[src/rtl/tone_scheduler.sv]
// -----------------------------------------------------------------------------
// tone_scheduler
//
// Sequences notes for the sine LUT generator. Note requests (divider + duration)
// are queued in a small FIFO. For each note the scheduler restarts the sine phase,
// emits a phase-step strobe every `div` clock cycles for 256 * `dur` strobes, and
// then inserts a muted gap before the next note. A divider of 0 is a rest: it is
// timed with REST_DIV but emits no strobes and keeps the output muted. A duration
// of 0 skips the request and leaves only the gap.
//
// Ports
//   clk         system clock
//   reset       synchronous, active-high reset
//   req_valid   note request valid
//   req_ready   queue can accept a request (not full, no flush)
//   req_div     clk cycles per phase step; 0 = rest
//   req_dur     note length in sine periods (256 strobes each); 0 = skip
//   flush       abort the current note and empty the queue
//   sin_clk     1-cycle phase-step strobe to the sine generator
//   sine_reset  1-cycle phase restart to the sine generator
//   mute        1 = output stage silenced
//   playing     scheduler is not idle
//   busy        playing or requests still queued
//   note_done   1-cycle pulse when a note, rest or skip completes
// -----------------------------------------------------------------------------
module tone_scheduler #(
    parameter int unsigned DIV_W      = 16,
    parameter int unsigned DUR_W      = 12,
    parameter int unsigned FIFO_DEPTH = 4,
    parameter int unsigned GAP_CYCLES = 256,
    parameter int unsigned REST_DIV   = 1024
) (
    input  logic             clk,
    input  logic             reset,
    input  logic             req_valid,
    output logic             req_ready,
    input  logic [DIV_W-1:0] req_div,
    input  logic [DUR_W-1:0] req_dur,
    input  logic             flush,
    output logic             sin_clk,
    output logic             sine_reset,
    output logic             mute,
    output logic             playing,
    output logic             busy,
    output logic             note_done
);

    localparam int unsigned PTR_W = (FIFO_DEPTH > 1) ? $clog2(FIFO_DEPTH) : 1;
    localparam int unsigned CNT_W = PTR_W + 1;
    localparam int unsigned GAP_W = (GAP_CYCLES > 1) ? $clog2(GAP_CYCLES) : 1;

    localparam logic [DIV_W-1:0] REST_D   = DIV_W'(REST_DIV);
    localparam logic [GAP_W-1:0] GAP_LAST = GAP_W'(GAP_CYCLES - 1);
    localparam logic [CNT_W-1:0] FULL_CNT = CNT_W'(FIFO_DEPTH);

    typedef enum logic [1:0] {
        StIdle,
        StLoad,
        StPlay,
        StGap
    } state_e;

    // ------------------------------------------------------------------
    // Request FIFO
    // ------------------------------------------------------------------
    logic [DIV_W-1:0] div_mem [FIFO_DEPTH];
    logic [DUR_W-1:0] dur_mem [FIFO_DEPTH];
    logic [PTR_W-1:0] wr_ptr_q;
    logic [PTR_W-1:0] rd_ptr_q;
    logic [CNT_W-1:0] count_q;

    logic fifo_empty;
    logic fifo_full;
    logic push;
    logic pop;

    assign fifo_empty = (count_q == '0);
    assign fifo_full  = (count_q == FULL_CNT);
    assign req_ready  = !fifo_full && !flush;
    assign push       = req_valid && req_ready && !reset;

    // Storage needs no reset; only the pointers and count define occupancy.
    always_ff @(posedge clk) begin
        if (push) begin
            div_mem[wr_ptr_q] <= req_div;
            dur_mem[wr_ptr_q] <= req_dur;
        end
    end

    always_ff @(posedge clk) begin
        if (reset || flush) begin
            wr_ptr_q <= '0;
            rd_ptr_q <= '0;
            count_q  <= '0;
        end else begin
            if (push) begin
                wr_ptr_q <= PTR_W'(wr_ptr_q + PTR_W'(1));
            end
            if (pop) begin
                rd_ptr_q <= PTR_W'(rd_ptr_q + PTR_W'(1));
            end
            unique case ({push, pop})
                2'b10:   count_q <= CNT_W'(count_q + CNT_W'(1));
                2'b01:   count_q <= CNT_W'(count_q - CNT_W'(1));
                default: count_q <= count_q;
            endcase
        end
    end

    // ------------------------------------------------------------------
    // Note sequencer
    // ------------------------------------------------------------------
    state_e           state_q,    state_d;
    logic [DIV_W-1:0] cur_div_q,  cur_div_d;
    logic [DUR_W-1:0] cur_dur_q,  cur_dur_d;
    logic [DIV_W-1:0] div_cnt_q,  div_cnt_d;
    logic [7:0]       step_cnt_q, step_cnt_d;
    logic [DUR_W-1:0] per_cnt_q,  per_cnt_d;
    logic [GAP_W-1:0] gap_cnt_q,  gap_cnt_d;

    logic [DIV_W-1:0] eff_div;
    logic             tick;
    logic             strobe;
    logic             load_reset;
    logic             done;

    // Rests are timed exactly like notes, just with a fixed divider.
    assign eff_div = (cur_div_q == '0) ? REST_D : cur_div_q;
    assign tick    = (div_cnt_q == DIV_W'(eff_div - DIV_W'(1)));

    always_comb begin
        state_d    = state_q;
        cur_div_d  = cur_div_q;
        cur_dur_d  = cur_dur_q;
        div_cnt_d  = div_cnt_q;
        step_cnt_d = step_cnt_q;
        per_cnt_d  = per_cnt_q;
        gap_cnt_d  = gap_cnt_q;
        pop        = 1'b0;
        strobe     = 1'b0;
        load_reset = 1'b0;
        done       = 1'b0;

        unique case (state_q)
            StIdle: begin
                if (!fifo_empty) begin
                    pop       = 1'b1;
                    cur_div_d = div_mem[rd_ptr_q];
                    cur_dur_d = dur_mem[rd_ptr_q];
                    state_d   = StLoad;
                end
            end

            StLoad: begin
                if (cur_dur_q == '0) begin
                    // Skipped request: report completion without touching the phase.
                    done      = 1'b1;
                    gap_cnt_d = '0;
                    state_d   = StGap;
                end else begin
                    load_reset = 1'b1;
                    div_cnt_d  = '0;
                    step_cnt_d = '0;
                    per_cnt_d  = cur_dur_q;
                    state_d    = StPlay;
                end
            end

            StPlay: begin
                if (tick) begin
                    div_cnt_d  = '0;
                    step_cnt_d = 8'(step_cnt_q + 8'd1);
                    strobe     = (cur_div_q != '0);
                    // One sine period is 256 steps; the note ends on the last step
                    // of its last period.
                    if (step_cnt_q == 8'hff) begin
                        per_cnt_d = DUR_W'(per_cnt_q - DUR_W'(1));
                        if (per_cnt_q == DUR_W'(1)) begin
                            done      = 1'b1;
                            gap_cnt_d = '0;
                            state_d   = StGap;
                        end
                    end
                end else begin
                    div_cnt_d = DIV_W'(div_cnt_q + DIV_W'(1));
                end
            end

            StGap: begin
                if (gap_cnt_q == GAP_LAST) begin
                    // Chain straight into the next note without an idle cycle.
                    if (!fifo_empty) begin
                        pop       = 1'b1;
                        cur_div_d = div_mem[rd_ptr_q];
                        cur_dur_d = dur_mem[rd_ptr_q];
                        state_d   = StLoad;
                    end else begin
                        state_d = StIdle;
                    end
                end else begin
                    gap_cnt_d = GAP_W'(gap_cnt_q + GAP_W'(1));
                end
            end

            default: begin
                state_d = StIdle;
            end
        endcase
    end

    always_ff @(posedge clk) begin
        if (reset || flush) begin
            state_q    <= StIdle;
            cur_div_q  <= '0;
            cur_dur_q  <= '0;
            div_cnt_q  <= '0;
            step_cnt_q <= '0;
            per_cnt_q  <= '0;
            gap_cnt_q  <= '0;
        end else begin
            state_q    <= state_d;
            cur_div_q  <= cur_div_d;
            cur_dur_q  <= cur_dur_d;
            div_cnt_q  <= div_cnt_d;
            step_cnt_q <= step_cnt_d;
            per_cnt_q  <= per_cnt_d;
            gap_cnt_q  <= gap_cnt_d;
        end
    end

    // ------------------------------------------------------------------
    // Outputs
    // ------------------------------------------------------------------
    // Reset forces the output values immediately; flush restarts the phase at
    // once and takes the sequencer idle on the next edge.
    assign sin_clk    = strobe && !reset;
    assign sine_reset = reset || flush || load_reset;
    assign mute       = reset || !((state_q == StPlay) && (cur_div_q != '0));
    assign playing    = !reset && (state_q != StIdle);
    assign busy       = !reset && ((state_q != StIdle) || !fifo_empty);
    assign note_done  = done && !reset && !flush;

endmodule
[config.mk]
export PLATFORM = sky130hd
export DESIGN_NAME = tone_scheduler
export DESIGN_NICKNAME = d
export VERILOG_FILES = /design/src/rtl/tone_scheduler.sv
export SDC_FILE = /design/constraint.sdc
export NUM_CORES = 1
export LEC_CHECK = 0
export ABC_AREA = 1
export CORE_MARGIN = 1.5
export CORE_UTILIZATION = 55
export DETAILED_ROUTE_END_ITERATION = 16
export PLACE_DENSITY = 0.79
export RECOVER_POWER = 100
export SETUP_SLACK_MARGIN = 0.3
export SKIP_CTS_REPAIR_TIMING = 1
export SLEW_MARGIN = 20
export SYNTH_ARGS = -nofsm -noshare
export SYNTH_HDL_FRONTEND = slang
export SYNTH_SLANG_ARGS = --single-unit
[constraint.sdc]
create_clock -name clk -period 2.9 [get_ports clk]
set_clock_uncertainty 0.1 [all_clocks]
set_input_delay 0.725 -clock clk [delete_from_list [all_inputs] [get_ports clk]]
set_output_delay 0.725 -clock clk [all_outputs]
set_load 0.02 [all_outputs]
==> results_dict.tcl <==
set metrics [dict create \
    grtUsageMet3_pct 4.07 \
    reg2reg_from "cur_div_q[0]$_SDFFE_PP0P_" \
    synth_seq_cells 195 \
    hold_viol 0 \
    synth_area_mm2 0.00896 \
    cp_slowest_cell "dfxtp_2" \
    hold_class "reg -> reg" \
    num_vias 7562 \
    seq_area_frac_synth_pct 56.1 \
    rsz0062_at_grt "true" \
    gr-usage-met2_pct 41.5 \
    io_buffers 38 \
    avgViaCountPerCell 5.63 \
    avgSynthCellArea_um2 8.93 \
    fin_crit_ns 3.56 \
    cellPowerDensity_mw_per_mm2 625 \
    fin_ws_ns -0.660 \
    synth_top_area_share_pct 37.5 \
    avgRoutedWirePerCell_um 16.6 \
    grt_pass1_vias 6794 \
    fin_crit_sh_pct 123 \
    crit_path_start_kind "flop" \
    outcome "finished, violations left" \
    postLayoutCellArea_mm2 0.0114 \
    cts_tree "done" \
    synth-warning-count 0 \
    use_met1_pct 31.7 \
    worst-path-max-fanout 5 \
    core_area_mm2 0.0159 \
    worstMarginPinSlew_ns 0.960 \
    postSynth.asyncResetShare_pct 0 \
    r2r_setup_slack_ns 0.17 \
    crit_path_end_kind "output pin" \
    finalWirelength_mm 22.3 \
    relSlewSlack_pct 36.0 \
    critical_path_arrival_ns 2.74 \
    clock_latency_ns 0.44 \
    cp_cell_sequence "inv_4 -> ha_4 -> inv_4 -> nor2_4 -> nand4_1 -> o21ai_2 -> nand2_1 -> nand2_1 -> nand3_2 -> nor2_4 -> nand4_1 -> nand3b_1 -> a21oi_4 -> buf_6" \
    cts-root-buf "clkbuf_16" \
    required_ns 2.08 \
    synthFlopType "edfxtp_1" \
    layout.cells.non_filler 1344 \
    drc 0 \
    cpPeakStageDelay_ns 0.34 \
    final_nets 1164 \
    ys_types 39 \
    crit_type "reg -> out" \
    grt-ovfl-total 0 \
    ir_drop_v 0.000506 \
    numPlacedInstances 1293 \
    setup_violations 2 \
    die_width_um 131 \
    syn_inst 1003 \
    yosysTopAreaCell "edfxtp_1" \
    initial_core_util_pct 56.4 \
    hp-start "rd_ptr_q[1]$_SDFFE_PP0P_" \
    die-area_mm2 0.0171 \
    slew_viol_final 0 \
    diodes 0 \
    clock-sinks 195 \
    cap_violations 0 \
    row_count 46 \
    violations "negative setup slack" \
    postRouteAntennaNets 0 \
    fmax_mhz 281 \
    place_ws_ns -0.586 \
    synth_common_cells "210 x nor2_1, 124 x nand2_1, 112 x edfxtp_1" \
    r2r_end "div_cnt_q[13]$_SDFFE_PP0P_" \
    first_pass_iters 5 \
    placedInstanceArea_mm2 0.0102 \
    cts_buffers 17 \
    p_leak_nw 4.23 \
    ys_top_cells_by_area "edfxtp_1 38%, dfxtp_1 19%, nor2_1 8.8%" \
    hold_depth 2 \
    synth_nets 1052 \
    clk_pin_slew_ns 0.07 \
    dp_hpwl_mm 12.7 \
    clockBufferDepth 2 \
    hold_end "rd_ptr_q[1]$_SDFFE_PP0P_" \
    antenna_found_initial 0 \
    grt_usage_pct 24.4 \
    top_usage_layer "met2" \
    ff2ff_path_depth 18 \
    grt_pass1_wl_mm 32.3 \
    place_congestion 0.863 \
    die_h_um 131 \
    drive_above_1_share_pct 23.0 \
    drtIter0Drc 721 \
    yosysMostFrequentCell "nor2_1" \
    synth_edf_count 112 \
    grt_start_max_net_pins 57 \
    area_growth_pct 27.3 \
    ios 39 \
    h-tree-depth 4 \
]
worst max-delay path: cells and delay by family (launching register included):
family          cells  cell delay (ns)
compound gates      2             0.42
buf+inv             3             0.26
flops               1             0.34
fa+ha+maj           1             0.19
simple gates        8             1.08
power by group:
group,total [W],internal [W],switching [W]
sequential,0.00305,0.00299,0.0000561
clock,0.00227,0.00124,0.00103
combinational,0.00181,0.000703,0.00111
total,0.00713,0.00494,0.00220
kinds of logic (layout without fill, tap and decap cells):
| family | Yosys count | after routing | share of synthesized area [%] |
|---|---|---|---|
| compound gates | 191 | 191 | 11.3 |
| xor+xnor | 36 | 36 | 3.52 |
| simple gates | 443 | 445 | 21.3 |
| flops | 195 | 195 | 56.1 |
| mux | 1 | 1 | 0.112 |
| fa+ha+maj | 17 | 17 | 2.46 |
| buf+inv | 120 | 243 | 5.29 |
sequential cells by signal (all words and copies together), names as in the netlist, named ones only:
signal and cells:
per_cnt_q 12, wr_ptr_q 2, cur_dur_q 12, dur_mem 48, gap_cnt_q 8, rd_ptr_q 2, step_cnt_q 8, div_mem 64
count_q 3, state_q 2, div_cnt_q 16, cur_div_q 16
worst max path at each step:
stage	endpoint	start	slack (ns)
floorplan	note_done	cur_div_q[1]$_SDFFE_PP0P_	0.14
global placement	note_done	cur_div_q[1]$_SDFFE_PP0P_	-0.52
detailed placement	note_done	cur_div_q[4]$_SDFFE_PP0P_	-0.59
CTS	note_done	cur_div_q[4]$_SDFFE_PP0P_	-1.07
global route	note_done	cur_div_q[0]$_SDFFE_PP0P_	-0.80
finish	note_done	cur_div_q[0]$_SDFFE_PP0P_	-0.66
layer usage:
metal  vias to the layer above  share of wire (%)  wire length, um
met5                         -                  0                0
met4                         0                2.5              547
met3                        46                6.2             1390
met2                       321                 50            11100
met1                      3578                 42             9290
li1                       3617                  -                -
cell usage in the layout (no fill, tap or decap), types with 5 or more instances in the layout:
| cell type | instances |
|---|---|
| nand2_4 | 7 |
| dfxtp_2 | 7 |
| clkbuf_1 | 6 |
| dfxtp_1 | 76 |
| xor2_1 | 27 |
| buf_4 | 74 |
| nand4_1 | 8 |
| ha_1 | 13 |
| nand2_8 | 5 |
| nor2_2 | 10 |
| o21ai_2 | 5 |
| o21ai_0 | 104 |
| dlygate4sd3_1 | 29 |
| nand3b_1 | 7 |
| nor2_1 | 185 |
| buf_6 | 9 |
| a21oi_1 | 25 |
| a31oi_1 | 30 |
| nand3_1 | 49 |
| nand2_1 | 99 |
| clkbuf_2 | 6 |
| nand2_2 | 22 |
| edfxtp_1 | 112 |
| inv_2 | 6 |
| nand3_2 | 7 |
| clkbuf_16 | 19 |
| xnor2_1 | 7 |
| nor3_1 | 8 |
| inv_1 | 66 |
| nor2_4 | 23 |
| a21oi_2 | 16 |
final cells by class:
| type | count | area (um^2) |
|---|---|---|
| clock buffers | 23 | 468 |
| clock inverters | 9 | 97.6 |
| fillers | 1119 | 4480 |
| inverters | 80 | 322 |
| multi-input cells | 690 | 4050 |
| flip-flops and latches | 195 | 5030 |
| well taps | 216 | 270 |
| repair buffers | 131 | 1170 |
through the flow:
stage          TNS, ns  hold slack [ns]  util [%]  total power (W)
2_1_floorplan        0            0.336         -          0.00403
3_3_place_gp     -1.16            0.350      64.0          0.00442
3_5_place_dp     -1.30            0.365      64.0          0.00446
4_1_cts          -2.43            0.374      67.6          0.00668
5_1_grt          -8.23            0.413      71.8          0.00743
6_report         -1.14            0.375      71.8          0.00713
Power figures use the tool's default switching activity.
